===== src/rtl/gtp_link_ctrl_pkg.sv =====
// Shared definitions for the GTP lane link controller.
//   - link_state_e : FSM state encoding, also exported on state_o
//   - BUFST_*      : GT RX elastic buffer status codes that signal an error
//   - IDLE_*_DEF   : default IDLE (comma) word and its charisk pattern
package gtp_link_ctrl_pkg;

    typedef enum logic [2:0] {
        ST_WAIT_GT  = 3'd0,
        ST_ALIGN    = 3'd1,
        ST_STABLE   = 3'd2,
        ST_UP       = 3'd3,
        ST_BUF_RST  = 3'd4,
        ST_FAIL     = 3'd5
    } link_state_e;

    localparam logic [2:0]  BUFST_UNDERFLOW = 3'b101;
    localparam logic [2:0]  BUFST_OVERFLOW  = 3'b110;

    localparam logic [15:0] IDLE_WORD_DEF   = 16'hbc95;
    localparam logic [1:0]  IDLE_K_DEF      = 2'b10;

    function automatic logic is_buf_err(input logic [2:0] st);
        return (st == BUFST_UNDERFLOW) || (st == BUFST_OVERFLOW);
    endfunction

endpackage


===== src/rtl/gtp_tx_idle_sched.sv =====
// TX slot scheduler: free-running slot counter, user-ready generation and
// the registered TX mux. Slot 0 of every period is always an IDLE word so the
// far end gets a steady supply of commas for clock correction.
//   usrclk_i, rst_n_i    : clock, async active-low reset
//   link_up_i            : registered link-up from the controller
//   tx_data_i/tx_valid_i : user word and its valid
//   tx_ready_o           : user word accepted this cycle if valid
//   tx_data_o/tx_k_o     : registered word and charisk to the GT
module gtp_tx_idle_sched
    import gtp_link_ctrl_pkg::*;
#(
    parameter logic [15:0] g_IDLE        = IDLE_WORD_DEF,
    parameter logic [1:0]  g_IDLE_K      = IDLE_K_DEF,
    parameter int          g_IDLE_PERIOD = 193
) (
    input  logic        usrclk_i,
    input  logic        rst_n_i,
    input  logic        link_up_i,
    input  logic [15:0] tx_data_i,
    input  logic        tx_valid_i,
    output logic        tx_ready_o,
    output logic [15:0] tx_data_o,
    output logic [1:0]  tx_k_o
);

    localparam int SW = $clog2(g_IDLE_PERIOD);

    logic [SW-1:0] slot_q, slot_d;
    logic [15:0]   data_q, data_d;
    logic [1:0]    k_q, k_d;

    always_comb begin
        slot_d     = (slot_q == SW'(g_IDLE_PERIOD - 1)) ? '0 : slot_q + SW'(1);
        tx_ready_o = link_up_i && (slot_q != '0);
        data_d     = g_IDLE;
        k_d        = g_IDLE_K;
        if (tx_valid_i && tx_ready_o) begin
            data_d = tx_data_i;
            k_d    = 2'b00;
        end
    end

    always_ff @(posedge usrclk_i or negedge rst_n_i) begin
        if (!rst_n_i) begin
            slot_q <= '0;
            data_q <= g_IDLE;
            k_q    <= g_IDLE_K;
        end else begin
            slot_q <= slot_d;
            data_q <= data_d;
            k_q    <= k_d;
        end
    end

    assign tx_data_o = data_q;
    assign tx_k_o    = k_q;

endmodule


===== src/rtl/gtp_link_ctrl.sv =====
// Link bring-up and supervision for one GTP lane (16-bit 8b/10b, RX elastic
// buffer). Walks WAIT_GT -> ALIGN -> STABLE -> UP, recovers from alignment or
// buffer faults via an RX buffer reset pulse, and latches FAIL once the
// consecutive-retry budget is spent.
//   usrclk_i, rst_n_i           : clock, async active-low reset
//   gt_reset_done_i             : GT reset sequence complete
//   rx_aligned_i, rx_bufstatus_i, rx_data_i, rx_k_i : RX side status/data
//   rx_realign_o, rx_buf_reset_o: GT RX controls (registered)
//   tx_data_i/tx_valid_i/tx_ready_o, tx_data_o/tx_k_o : TX path
//   link_up_o, link_fail_o, retry_cnt_o, state_o     : status (registered)
module gtp_link_ctrl
    import gtp_link_ctrl_pkg::*;
#(
    parameter logic [15:0] g_IDLE           = IDLE_WORD_DEF,
    parameter logic [1:0]  g_IDLE_K         = IDLE_K_DEF,
    parameter int          g_IDLE_PERIOD    = 193,
    parameter int          g_ALIGN_TIMEOUT  = 4096,
    parameter int          g_STABLE_CYCLES  = 256,
    parameter int          g_BUF_RST_CYCLES = 8,
    parameter int          g_MAX_RETRIES    = 3
) (
    input  logic        usrclk_i,
    input  logic        rst_n_i,
    input  logic        gt_reset_done_i,
    input  logic        rx_aligned_i,
    input  logic [2:0]  rx_bufstatus_i,
    input  logic [15:0] rx_data_i,
    input  logic [1:0]  rx_k_i,
    output logic        rx_realign_o,
    output logic        rx_buf_reset_o,
    input  logic [15:0] tx_data_i,
    input  logic        tx_valid_i,
    output logic        tx_ready_o,
    output logic [15:0] tx_data_o,
    output logic [1:0]  tx_k_o,
    output logic        link_up_o,
    output logic        link_fail_o,
    output logic [7:0]  retry_cnt_o,
    output logic [2:0]  state_o
);

    localparam int ATW = $clog2(g_ALIGN_TIMEOUT + 1);
    localparam int STW = $clog2(g_STABLE_CYCLES + 1);
    localparam int BRW = $clog2(g_BUF_RST_CYCLES + 1);
    localparam int CRW = $clog2(g_MAX_RETRIES + 2);

    link_state_e    state_q, state_d;
    logic [ATW-1:0] align_tmr_q, align_tmr_d;
    logic [STW-1:0] stable_cnt_q, stable_cnt_d;
    logic [BRW-1:0] buf_cnt_q, buf_cnt_d;
    logic [CRW-1:0] consec_q, consec_d;
    logic [7:0]     retry_q, retry_d;
    logic           realign_q, realign_d;
    logic           buf_rst_q, buf_rst_d;
    logic           up_q, up_d;
    logic           fail_q, fail_d;

    logic buf_err, clean_word, go_align, enter_buf_rst;

    always_comb begin
        state_d       = state_q;
        align_tmr_d   = align_tmr_q;
        stable_cnt_d  = stable_cnt_q;
        buf_cnt_d     = buf_cnt_q;
        consec_d      = consec_q;
        retry_d       = retry_q;
        go_align      = 1'b0;
        enter_buf_rst = 1'b0;

        buf_err    = is_buf_err(rx_bufstatus_i);
        clean_word = (rx_k_i == 2'b00) ||
                     ((rx_k_i == g_IDLE_K) && (rx_data_i == g_IDLE));

        // Losing the GT reset-done overrides everything but the sticky FAIL.
        if (state_q != ST_FAIL && !gt_reset_done_i) begin
            state_d = ST_WAIT_GT;
        end else begin
            case (state_q)
                ST_WAIT_GT: go_align = 1'b1;
                ST_ALIGN: begin
                    if (rx_aligned_i) begin
                        state_d      = ST_STABLE;
                        stable_cnt_d = '0;
                    end else if (align_tmr_q == ATW'(g_ALIGN_TIMEOUT - 1)) begin
                        enter_buf_rst = 1'b1;
                    end else begin
                        align_tmr_d = align_tmr_q + ATW'(1);
                    end
                end
                ST_STABLE: begin
                    // Buffer error wins over a simultaneous alignment loss.
                    if (buf_err)                enter_buf_rst = 1'b1;
                    else if (!rx_aligned_i)     go_align      = 1'b1;
                    else if (!clean_word)       enter_buf_rst = 1'b1;
                    else if (stable_cnt_q == STW'(g_STABLE_CYCLES - 1)) begin
                        state_d  = ST_UP;
                        consec_d = '0;
                    end else begin
                        stable_cnt_d = stable_cnt_q + STW'(1);
                    end
                end
                ST_UP: begin
                    if (buf_err)                enter_buf_rst = 1'b1;
                    else if (!rx_aligned_i)     go_align      = 1'b1;
                    else if (!clean_word)       enter_buf_rst = 1'b1;
                end
                ST_BUF_RST: begin
                    if (buf_cnt_q == BRW'(g_BUF_RST_CYCLES - 1)) go_align = 1'b1;
                    else buf_cnt_d = buf_cnt_q + BRW'(1);
                end
                default: ;  // FAIL holds until reset
            endcase
        end

        if (go_align) begin
            state_d     = ST_ALIGN;
            align_tmr_d = '0;
        end

        // Count the attempt even when it is the one that exhausts the budget.
        if (enter_buf_rst) begin
            retry_d  = (retry_q == 8'hff) ? retry_q : retry_q + 8'd1;
            consec_d = consec_q + CRW'(1);
            if (consec_q >= CRW'(g_MAX_RETRIES)) begin
                state_d = ST_FAIL;
            end else begin
                state_d   = ST_BUF_RST;
                buf_cnt_d = '0;
            end
        end

        // Control outputs are decoded from the next state so they line up
        // with state_o after the register.
        realign_d = (state_d == ST_ALIGN);
        buf_rst_d = (state_d == ST_BUF_RST);
        up_d      = (state_d == ST_UP);
        fail_d    = (state_d == ST_FAIL);
    end

    always_ff @(posedge usrclk_i or negedge rst_n_i) begin
        if (!rst_n_i) begin
            state_q      <= ST_WAIT_GT;
            align_tmr_q  <= '0;
            stable_cnt_q <= '0;
            buf_cnt_q    <= '0;
            consec_q     <= '0;
            retry_q      <= '0;
            realign_q    <= 1'b0;
            buf_rst_q    <= 1'b0;
            up_q         <= 1'b0;
            fail_q       <= 1'b0;
        end else begin
            state_q      <= state_d;
            align_tmr_q  <= align_tmr_d;
            stable_cnt_q <= stable_cnt_d;
            buf_cnt_q    <= buf_cnt_d;
            consec_q     <= consec_d;
            retry_q      <= retry_d;
            realign_q    <= realign_d;
            buf_rst_q    <= buf_rst_d;
            up_q         <= up_d;
            fail_q       <= fail_d;
        end
    end

    assign rx_realign_o   = realign_q;
    assign rx_buf_reset_o = buf_rst_q;
    assign link_up_o      = up_q;
    assign link_fail_o    = fail_q;
    assign retry_cnt_o    = retry_q;
    assign state_o        = state_q;

    gtp_tx_idle_sched #(
        .g_IDLE        (g_IDLE),
        .g_IDLE_K      (g_IDLE_K),
        .g_IDLE_PERIOD (g_IDLE_PERIOD)
    ) u_tx_sched (
        .usrclk_i   (usrclk_i),
        .rst_n_i    (rst_n_i),
        .link_up_i  (up_q),
        .tx_data_i  (tx_data_i),
        .tx_valid_i (tx_valid_i),
        .tx_ready_o (tx_ready_o),
        .tx_data_o  (tx_data_o),
        .tx_k_o     (tx_k_o)
    );

endmodule


===== config.mk =====
export PLATFORM = sky130hd
export DESIGN_NAME = gtp_link_ctrl
export DESIGN_NICKNAME = d
export VERILOG_FILES = /design/src/rtl/gtp_link_ctrl_pkg.sv /design/src/rtl/gtp_tx_idle_sched.sv /design/src/rtl/gtp_link_ctrl.sv
export SDC_FILE = /design/constraint.sdc
export NUM_CORES = 1
export LEC_CHECK = 0
export BUFFER_PORTS_ARGS = -buffer_cell sky130_fd_sc_hd__buf_2
export CAP_MARGIN = 30
export CORE_UTILIZATION = 49
export CTS_CLUSTER_SIZE = 10
export DETAILED_ROUTE_END_ITERATION = 6
export HOLD_SLACK_MARGIN = 0.03
export PLACE_DENSITY = 0.73
export SETUP_SLACK_MARGIN = 0.4
export SYNTH_ARGS = -nofsm -noshare
export SYNTH_HDL_FRONTEND = slang
export SYNTH_SLANG_ARGS = --single-unit

===== constraint.sdc =====
create_clock -name usrclk_i -period 2.55 [get_ports usrclk_i]
set_input_delay 0.51 -clock usrclk_i [delete_from_list [all_inputs] [get_ports usrclk_i]]
set_output_delay 0.51 -clock usrclk_i [all_outputs]
set_load 0.005 [all_outputs]

==> flow_summary.yaml, run 1 <==
detailed_routing:
  first_pass_iters: 4
  drc: 0
  ant_nets: 0
  initialDrtViolationCount: 240
  vias: 2781
  routed_wl_mm: 7.27
  wl_per_cell_um: 14.2
  drt-vias-per-instance: 5.44
layout:
  mostFrequentLayoutCell: "buf_2"
  area_growth_pct: 25.9
  fillers: 544
  drive_gt1_share_pct: 33.6
  diodes: 0
  mostFrequentLayoutCells: "buf_2 (74), dfrtp_1 (58), nor2_1 (27)"
  nets: 477
  fin_area_um2: 4300
synthesis:
  synth_edf_count: 0
  synthesis.area_um2: 3410
  synth_warnings: 0
  netlist_instances: 330
  async_flop_share_pct: 100
  ys_types: 53
  synth_nets: 381
  ys_seq_elements: 69
  yosys_most_used_dff: "dfrtp_1"
  syn_area_per_cell_um2: 10.3
  ys_seq_area_share_pct: 51.0
sta:
  hold_violations: 0
  finClkSkew_ns: 0.0153
  rsz0062_at_grt: "yes"
  post-route-period-util_pct: 82.3
  fmax_ghz: 0.477
  relSlewSlack_pct: 47.6
  tightestPinTransition_ns: 0.784
  setup_tns_ns: 0
  layout_min_cycle_time_ns: 2.10
  fin_ws_ns: 0.452
  finalMaxSlewViolations: 0
  setup_viol: 0
grt:
  grt_pass1_vias: 2649
  track_usage_pct: 21.3
  grt_pass1_wl_mm: 12.1
  grt_max_degree: 70
  overflow: 0
  antenna_found_initial: 0
power_and_ir_drop:
  power_uw: 2980
  comb_power_share_pct: 20.3
  peakVddDrop_mv: 0.488
  power_switching_uw: 935
  p_leak_uw: 0.00205
  power_density_nw_per_um2: 692
  intPower_uw: 2040
  p_sw_share_pct: 31.4
  seq_power_share_pct: 44.8
  pwr-share-clk_pct: 34.9
setup_path:
  cpMaxStageDelayCell: "dfrtp_1"
  r2r-start: "stable_cnt_q[1]"
  arrival_ns: 2.39
  r2r_cells: 10
  cpPeakStageDelay_ns: 0.39
  critical_path_buf_inv_count: 1
  crit_family: "simple AND/OR/NAND/NOR gates"
  cp-startpoint: "stable_cnt_q[1]"
  cp.required_ns: 2.84
  start_kind: "flop"
  r2r_end: "stable_cnt_q[3]"
  cp_max_fo: 8
  worst-path-stages: 10
  path_class: "reg2reg"
  r2r_setup_slack_ns: 0.45
  cpMostUsedCell: "ha_2"
  crit_chain: "ha_2 > nand2_2 > nor3_1 > ha_2 > nor3b_2 > o211a_1 > nand3b_1 > buf_6 > or3_4 > a21oi_2"
  crit_path_end: "stable_cnt_q[3]"
  end_kind: "flop"
floorplan:
  num_io_pins: 76
  die_w_um: 85.5
  dieArea_um2: 7300
  rows: 30
  die_h_um: 85.5
  start_util_pct: 50.5
  coreArea_um2: 6760
outcome:
  run_status: "complete, no violations"
clocking:
  cts_root_buf: "clkbuf_8"
  numCtsBuffers: 9
  clk_pin_slew_ns: 0.08
  cts_tree: "yes"
  clk_latency_ns: 0.36
  cts-hold-fix-buffers: 0
  h-tree-depth: 3
  clockBufferDepth: 2
  clock_sinks: 69
place:
  hpwlAfterDp_mm: 4.85
  numPortBuffers: 74
  finalWeightedCongestion: 0.771
  post-place-ws_ns: 0.122
  place_area_um2: 3880
min_path:
  worstHoldPathType: "in2async"
job:
  drv_cap: 0
## metal layers
metal  track usage [%]  part of all wire (%)  wire length [um]  up-vias
met4              9.85                   2.1               153        0
met3              5.74                   6.1               441       16
met2              34.5                    49              3560       82
met5                 0                     0                 0        -
met1              26.5                    43              3110     1331
li1                  -                     -                 -     1352
## power by group through the flow
stage	sequential [uW]	combinational, uW	clock [uW]
final	1330	604	1040
after floorplan	1320	386	0
after global placement	1340	559	0
after global routing	1350	680	1100
after detailed placement	1350	583	0
after CTS	1330	597	1050
## logic make-up (layout without fill, tap and decap cells)
family	after synthesis	count (layout)	share of synthesized area (%)
and+or+nand+nor	158	158	27.2
buffers and inverters	24	125	2.86
other	1	1	0.110
adders and majority gates	9	9	3.30
DFF	69	69	51.0
AOI/OAI and AO/OA	38	38	7.48
xor gates and xnor gates	28	28	7.18
muxes	3	3	0.953
## through the flow
stage          instances  hold slack, ns  utilization [%]
2_1_floorplan        330           0.214                -
4_1_cts              502           0.170             62.1
3_5_place_dp         479           0.503             57.5
5_1_grt              511           0.180             63.6
3_3_place_gp         479           0.492             57.5
6_report             511           0.161             63.6
## synth_stat cells (9+ instances only)
library cell  count  area share [%]
dfrtp_1          59              43
o21ai_0          12             1.8
xor2_1           15             3.8
nor2_1           27             3.0
inv_1            15             1.6
nand2b_1         13             2.4
xnor2_1          13             3.3
a21oi_1          10             1.5
ha_1              9             3.3
nand2_1          23             2.5
dfstp_2          10             7.7
nand3_1          27             4.0
and3_1           14             2.6
## what timing repair did
| item | 4_1_cts | 5_1_grt |
|---|---|---|
| pin swaps | 3 | 7 |
| resized for setup | 7 | 9 |
| setup endpoints to repair | 16 | 21 |
| setup buffers | 7 | 9 |
## worst reg2reg max path, delay by kind of cell, from the launching register on
| family | cells | cell delay, ns |
|---|---|---|
| adder cells (fa/ha/maj) | 2 | 0.40 |
| flip-flops | 1 | 0.39 |
| AO/OA/AOI/OAI | 2 | 0.32 |
| AND/OR/NAND/NOR | 5 | 0.76 |
| buffers and inverters | 1 | 0.18 |
## area by class of cell
type                    count  area, um2  area share, %
flip-flops and latches     69       1740           40.5
multi-input cells         237       1640           38.1
repair buffers             94        537           12.5
clock buffers               9        124           2.88
clock inverters             7        104           2.42
well taps                  80        100           2.33
inverters                  15       56.3           1.31
## registers in the layout (all words and copies together), names as in the netlist, 3 cells and up
| register | cells |
|---|---|
| consec_q | 3 |
| stable_cnt_q | 9 |
| retry_cnt_o | 8 |
| u_tx_sched.slot_q | 8 |
| state_o | 3 |
| align_tmr_q | 13 |
| buf_cnt_q | 4 |
| u_tx_sched.tx_data_o | 16 |
## how the worst min path moves through the flow
stage | end | slack, ns | depth (start not counted)
2_1_floorplan | align_tmr_q[0] | 0.21 | 0
6_report | stable_cnt_q[5] | 0.16 | 2
3_5_place_dp | u_tx_sched.slot_q[0] | 0.50 | 1
4_1_cts | u_tx_sched.slot_q[6] | 0.17 | 2
3_3_place_gp | u_tx_sched.slot_q[4] | 0.49 | 1
5_1_grt | u_tx_sched.tx_data_o[3] | 0.18 | 2
Power figures use the tool's default switching activity.
==> run 2, diff against run 1 <==
Settings changed: PLACE_DENSITY 0.73 to 0.76.
Clock period 2.55 ns to 1.9 ns, I/O delays scaled along.
==> flow_summary.yaml, run 2 (synthesized netlist as in run 1, its figures left out) <==
floorplan:
  die_w_um: 85.5
  coreArea_um2: 6760
  die_h_um: 85.5
  start_util_pct: 50.5
  rows: 30
  dieArea_um2: 7300
  num_io_pins: 76
power_and_ir_drop:
  power_uw: 4570
  p_leak_uw: 0.00252
  comb_power_share_pct: 33.8
  p_sw_share_pct: 33.0
  power_switching_uw: 1510
  peakVddDrop_mv: 0.760
  seq_power_share_pct: 38.9
  power_density_nw_per_um2: 871
  pwr-share-clk_pct: 27.3
  intPower_uw: 3070
place:
  finalWeightedCongestion: 0.891
  post-place-ws_ns: -0.206
  numPortBuffers: 74
  hpwlAfterDp_mm: 5.61
setup_path:
  end_kind: "flop"
  r2r_setup_slack_ns: -0.20
  arrival_ns: 2.38
  start_kind: "flop"
  path_class: "reg2reg"
  cp.required_ns: 2.18
  cp_max_fo: 3
outcome:
  run_status: "finished, violations left"
  violations: "negative setup slack"
clocking:
  numCtsBuffers: 9
  cts_tree: "yes"
  cts_root_buf: "clkbuf_8"
  clock_sinks: 69
  clk_pin_slew_ns: 0.08
  h-tree-depth: 3
  clockBufferDepth: 2
  clk_latency_ns: 0.35
layout:
  area_growth_pct: 53.8
  largest_reg_flops: 16
  nets: 548
  drive_gt1_share_pct: 53.2
  diodes: 0
  fillers: 430
  mostFrequentLayoutCells: "buf_2 (73), buf_4 (61), dfrtp_1 (57)"
  utilization_pct: 77.7
  mostFrequentLayoutCell: "buf_2"
grt:
  grt_pass1_vias: 3063
  use_met3_pct: 4.86
  grt.busiest_layer: "met2"
  track_usage_pct: 24.9
  antenna_found_initial: 0
  overflow: 0
  grt_max_degree: 51
  use_met2_pct: 44.4
  grt_pass1_wl_mm: 14.2
  use_met1_pct: 29.5
detailed_routing:
  first_pass_iters: 5
  routed_wl_mm: 9.21
  drt-vias-per-instance: 5.41
  wl_per_cell_um: 15.8
  vias: 3146
  drc: 0
  ant_nets: 0
  initialDrtViolationCount: 114
job:
  drv_cap: 0
sta:
  setup_viol: 12
  relSlewSlack_pct: 63.2
  rsz0062_at_grt: "yes"
  fmax_ghz: 0.477
  hold_violations: 0
  post-route-period-util_pct: 110
  tightestPinTransition_ns: 0.550
  layout_min_cycle_time_ns: 2.10
  finClkSkew_ns: 0.00940
  finalMaxSlewViolations: 0
  fin_ws_ns: -0.197
  setup_tns_ns: -0.941
min_path:
  worstHoldPathType: "in2reg"
## run 2: cell count changes in the layout (fill, tap and decap cells not counted), moves of 4 or more
cell     before  now
nand2_1      22   14
and3_4        0    7
nand3_1      26   18
buf_4        18   61
a21oi_1       9    4
nand3_2       1    9
nand2_4       0    4
nor2_1       27   23
nand2_2       1    5
and3_1       14    7
buf_6         1   27
## run 2: cell type report
type                       count  area (um2)  area share (%)
multi-input combinational    239        1990            37.8
clock buffer                  10         138            2.62
clock inverter                 6        70.1            1.33
inverter                      15        56.3            1.07
sequential                    69        1740            33.2
timing repair buffer         163        1160            22.1
tap                           80         100            1.91
## run 2: metrics by stage
step           cells  cell area (um2)  hold slack, ns
2_1_floorplan    330             3590          0.0844
3_3_place_gp     524             4370           0.359
3_5_place_dp     524             4370           0.369
4_1_cts          569             5000           0.212
5_1_grt          582             5250           0.225
6_report         582             5250           0.218
## run 2: worst paths after layout
path	startpoint	end	cells after the start
worst max-delay path	stable_cnt_q[0]	stable_cnt_q[3]	10
worst min-delay path	tx_data_i[15]	u_tx_sched.tx_data_o[15]	2
worst max register to register	stable_cnt_q[0]	stable_cnt_q[3]	10
worst min register to register	retry_cnt_o[5]	retry_cnt_o[5]	1
max in group asynchronous	rst_n_i	u_tx_sched.tx_data_o[11]	3
min in group asynchronous	rst_n_i	u_tx_sched.tx_data_o[3]	2
## run 2: power groups by stage
stage / Sequential (uW) / Clock (uW) / Combinational (uW)
after floorplan: 1770 / 0 / 624
after global placement: 1790 / 0 / 968
after detailed placement: 1800 / 0 / 1020
after CTS: 1770 / 1260 / 1330
after global routing: 1800 / 1330 / 1650
final: 1780 / 1250 / 1540
## run 2: timing repair
| action | in CTS | in global routing |
|---|---|---|
| gates cloned | 1 | 2 |
| hold endpoints to repair | 19 | 0 |
| setup buffers | 27 | 11 |
| gates resized for setup | 47 | 35 |
| pin swaps | 28 | 31 |
| endpoints found under the setup margin | 54 | 64 |
| hold buffers | 1 | 0 |
## run 2: worst max-delay path, stage by stage, from the launching register on
cell and delay [ns]:
dfrtp_1 0.39, ha_2 0.19, nand2_2 0.07, nor3_2 0.04, ha_2 0.18, nor3b_2 0.15
o211a_1 0.17, nand3b_1 0.16, buf_6 0.17, or3_4 0.36, a21oi_2 0.14
## run 2: routing by layer
metal / vias up / wire length [um] / share of wire [%]
li1: 1499 / - / -
met1: 1501 / 3740 / 41
met2: 122 / 4750 / 52
met3: 24 / 504 / 5.5
met4: 0 / 223 / 2.4
met5: - / 0 / 0
==> run 3, diff against run 2 <==
Settings changed: CTS_BUF_LIST set to sky130_fd_sc_hd__clkbuf_8, SKIP_LAST_GASP set to 1.
==> flow_summary.yaml, run 3 (synthesized netlist as in run 1, its figures left out) <==
power_and_ir_drop:
  p_sw_share_pct: 32.9
  seq_power_share_pct: 38.9
  power_density_nw_per_um2: 875
  pwr-share-clk_pct: 27.5
  peakVddDrop_mv: 0.758
  p_leak_uw: 0.00252
  power_switching_uw: 1500
  comb_power_share_pct: 33.6
  intPower_uw: 3060
setup_path:
  arrival_ns: 2.39
  end_kind: "flop"
  cpMaxStageDelayCell: "dfrtp_1"
  cp.required_ns: 2.19
  path_class: "reg2reg"
  r2r-start: "stable_cnt_q[0]"
  r2r_setup_slack_ns: -0.20
  r2r_cells: 10
  cp_max_fo: 3
  start_kind: "flop"
  crit_chain: "ha_2 > nand2_2 > nor3_2 > ha_2 > nor3b_2 > o211a_1 > nand3b_1 > buf_6 > or3_4 > a21oi_2"
  cpMostUsedCell: "ha_2"
  cpPeakStageDelay_ns: 0.39
  r2r_end: "stable_cnt_q[3]"
layout:
  mostFrequentLayoutCells: "buf_2 (73), buf_4 (62), dfrtp_1 (57)"
  largest_reg_flops: 16
  diodes: 0
  drive_gt1_share_pct: 52.5
  fin_area_um2: 5220
  mostFrequentLayoutCell: "buf_2"
  area_growth_pct: 52.9
  fin_cells: 583
  nets: 549
place:
  post-place-ws_ns: -0.206
  hpwlAfterDp_mm: 5.61
  finalWeightedCongestion: 0.891
  dpl.cell_count: 524
  numPortBuffers: 74
  place_area_um2: 4370
sta:
  setup_viol: 7
  finalMaxSlewViolations: 0
  layout_min_cycle_time_ns: 2.10
  relSlewSlack_pct: 63.6
  hold_violations: 0
  fmax_ghz: 0.476
  finClkSkew_ns: 0.0101
  post-route-period-util_pct: 111
  tightestPinTransition_ns: 0.545
  rsz0062_at_grt: "yes"
  fin_ws_ns: -0.201
clocking:
  clk_latency_ns: 0.35
  h-tree-depth: 3
  cts_tree: "yes"
  clk_pin_slew_ns: 0.08
  numCtsBuffers: 9
  clockBufferDepth: 2
  clock_sinks: 69
  cts_root_buf: "clkbuf_8"
detailed_routing:
  wl_per_cell_um: 16.1
  first_pass_iters: 4
  ant_nets: 0
  initialDrtViolationCount: 118
  drc: 0
  vias: 3169
  drt-vias-per-instance: 5.44
  routed_wl_mm: 9.37
job:
  drv_cap: 0
floorplan:
  die_h_um: 85.5
  start_util_pct: 50.5
  rows: 30
  die_w_um: 85.5
  num_io_pins: 76
  dieArea_um2: 7300
  coreArea_um2: 6760
grt:
  use_met3_pct: 4.67
  overflow: 0
  grt_pass1_vias: 3098
  antenna_found_initial: 0
  use_met2_pct: 44.8
  grt_pass1_wl_mm: 14.2
  track_usage_pct: 24.9
  grt.busiest_layer: "met2"
  grt_max_degree: 51
  use_met1_pct: 29.4
outcome:
  run_status: "finished, violations left"
  violations: "negative setup slack"
min_path:
  hp-start: "tx_data_i[15]"
  worstHoldPathType: "in2reg"
  hold_end: "u_tx_sched.tx_data_o[15]"
  min_path_cells: 2
==> run 3: critical path: cells and delay by family, from the launching register on <==
| family | cells | cell delay (ns) |
|---|---|---|
| and+or+nand+nor | 5 | 0.80 |
| adders and majority gates | 2 | 0.37 |
| buffers and inverters | 1 | 0.18 |
| AOI/OAI and AO/OA | 2 | 0.31 |
| DFF | 1 | 0.39 |
==> run 3: how the worst max path moves through the flow <==
stage               slack (ns)         endpoint             from  cells past startpoint
finish                   -0.20  stable_cnt_q[3]  stable_cnt_q[0]                     10
detailed placement       -0.21  stable_cnt_q[3]  stable_cnt_q[1]                     10
global route             -0.30  stable_cnt_q[3]  stable_cnt_q[0]                     10
floorplan                -0.04  stable_cnt_q[5]  stable_cnt_q[0]                     11
global placement         -0.13  stable_cnt_q[3]     rx_data_i[6]                      7
CTS                      -0.18  stable_cnt_q[3]  stable_cnt_q[0]                     10
==> run 3: per-layer routing <==
layer | share of wire, % | routed length [um]
met2 | 52 | 4900
met3 | 5.5 | 513
met1 | 40 | 3770
met4 | 2.0 | 186
met5 | 0 | 0
==> run 3: area by class of cell <==
cell class / instances / area (um2)
clock buffers: 10 / 138
clock inverters: 6 / 70.1
fillers: 436 / 1540
inverters: 15 / 56.3
multi-input cells: 239 / 1950
flip-flops and latches: 69 / 1740
well taps: 80 / 100
repair buffers: 164 / 1160
==> run 3: timing repair <==
item / in CTS / in global routing
endpoints found under the hold margin: 19 / 0
hold buffers: 1 / 0
pin swaps: 28 / 34
endpoints found under the setup margin: 54 / 63
gates resized for setup: 37 / 38
gates cloned: 1 / 2
setup buffers: 27 / 12
==> run 3: metrics by stage <==
step | utilization, % | TNS, ns | power [uW] | hold WS, ns
after floorplan | - | -0.0704 | 2400 | 0.0844
after global placement | 64.7 | -0.639 | 2760 | 0.359
after detailed placement | 64.7 | -1.40 | 2820 | 0.369
after CTS | 73.5 | -0.651 | 4320 | 0.212
after global routing | 77.2 | -2.27 | 4750 | 0.225
final | 77.2 | -0.851 | 4560 | 0.215
==> run 3: power by group through the flow <==
stage	clock, uW	sequential, uW	combinational, uW
2_1_floorplan	0	1770	624
3_3_place_gp	0	1790	968
3_5_place_dp	0	1800	1020
4_1_cts	1260	1770	1290
5_1_grt	1330	1790	1630
6_report	1250	1780	1530
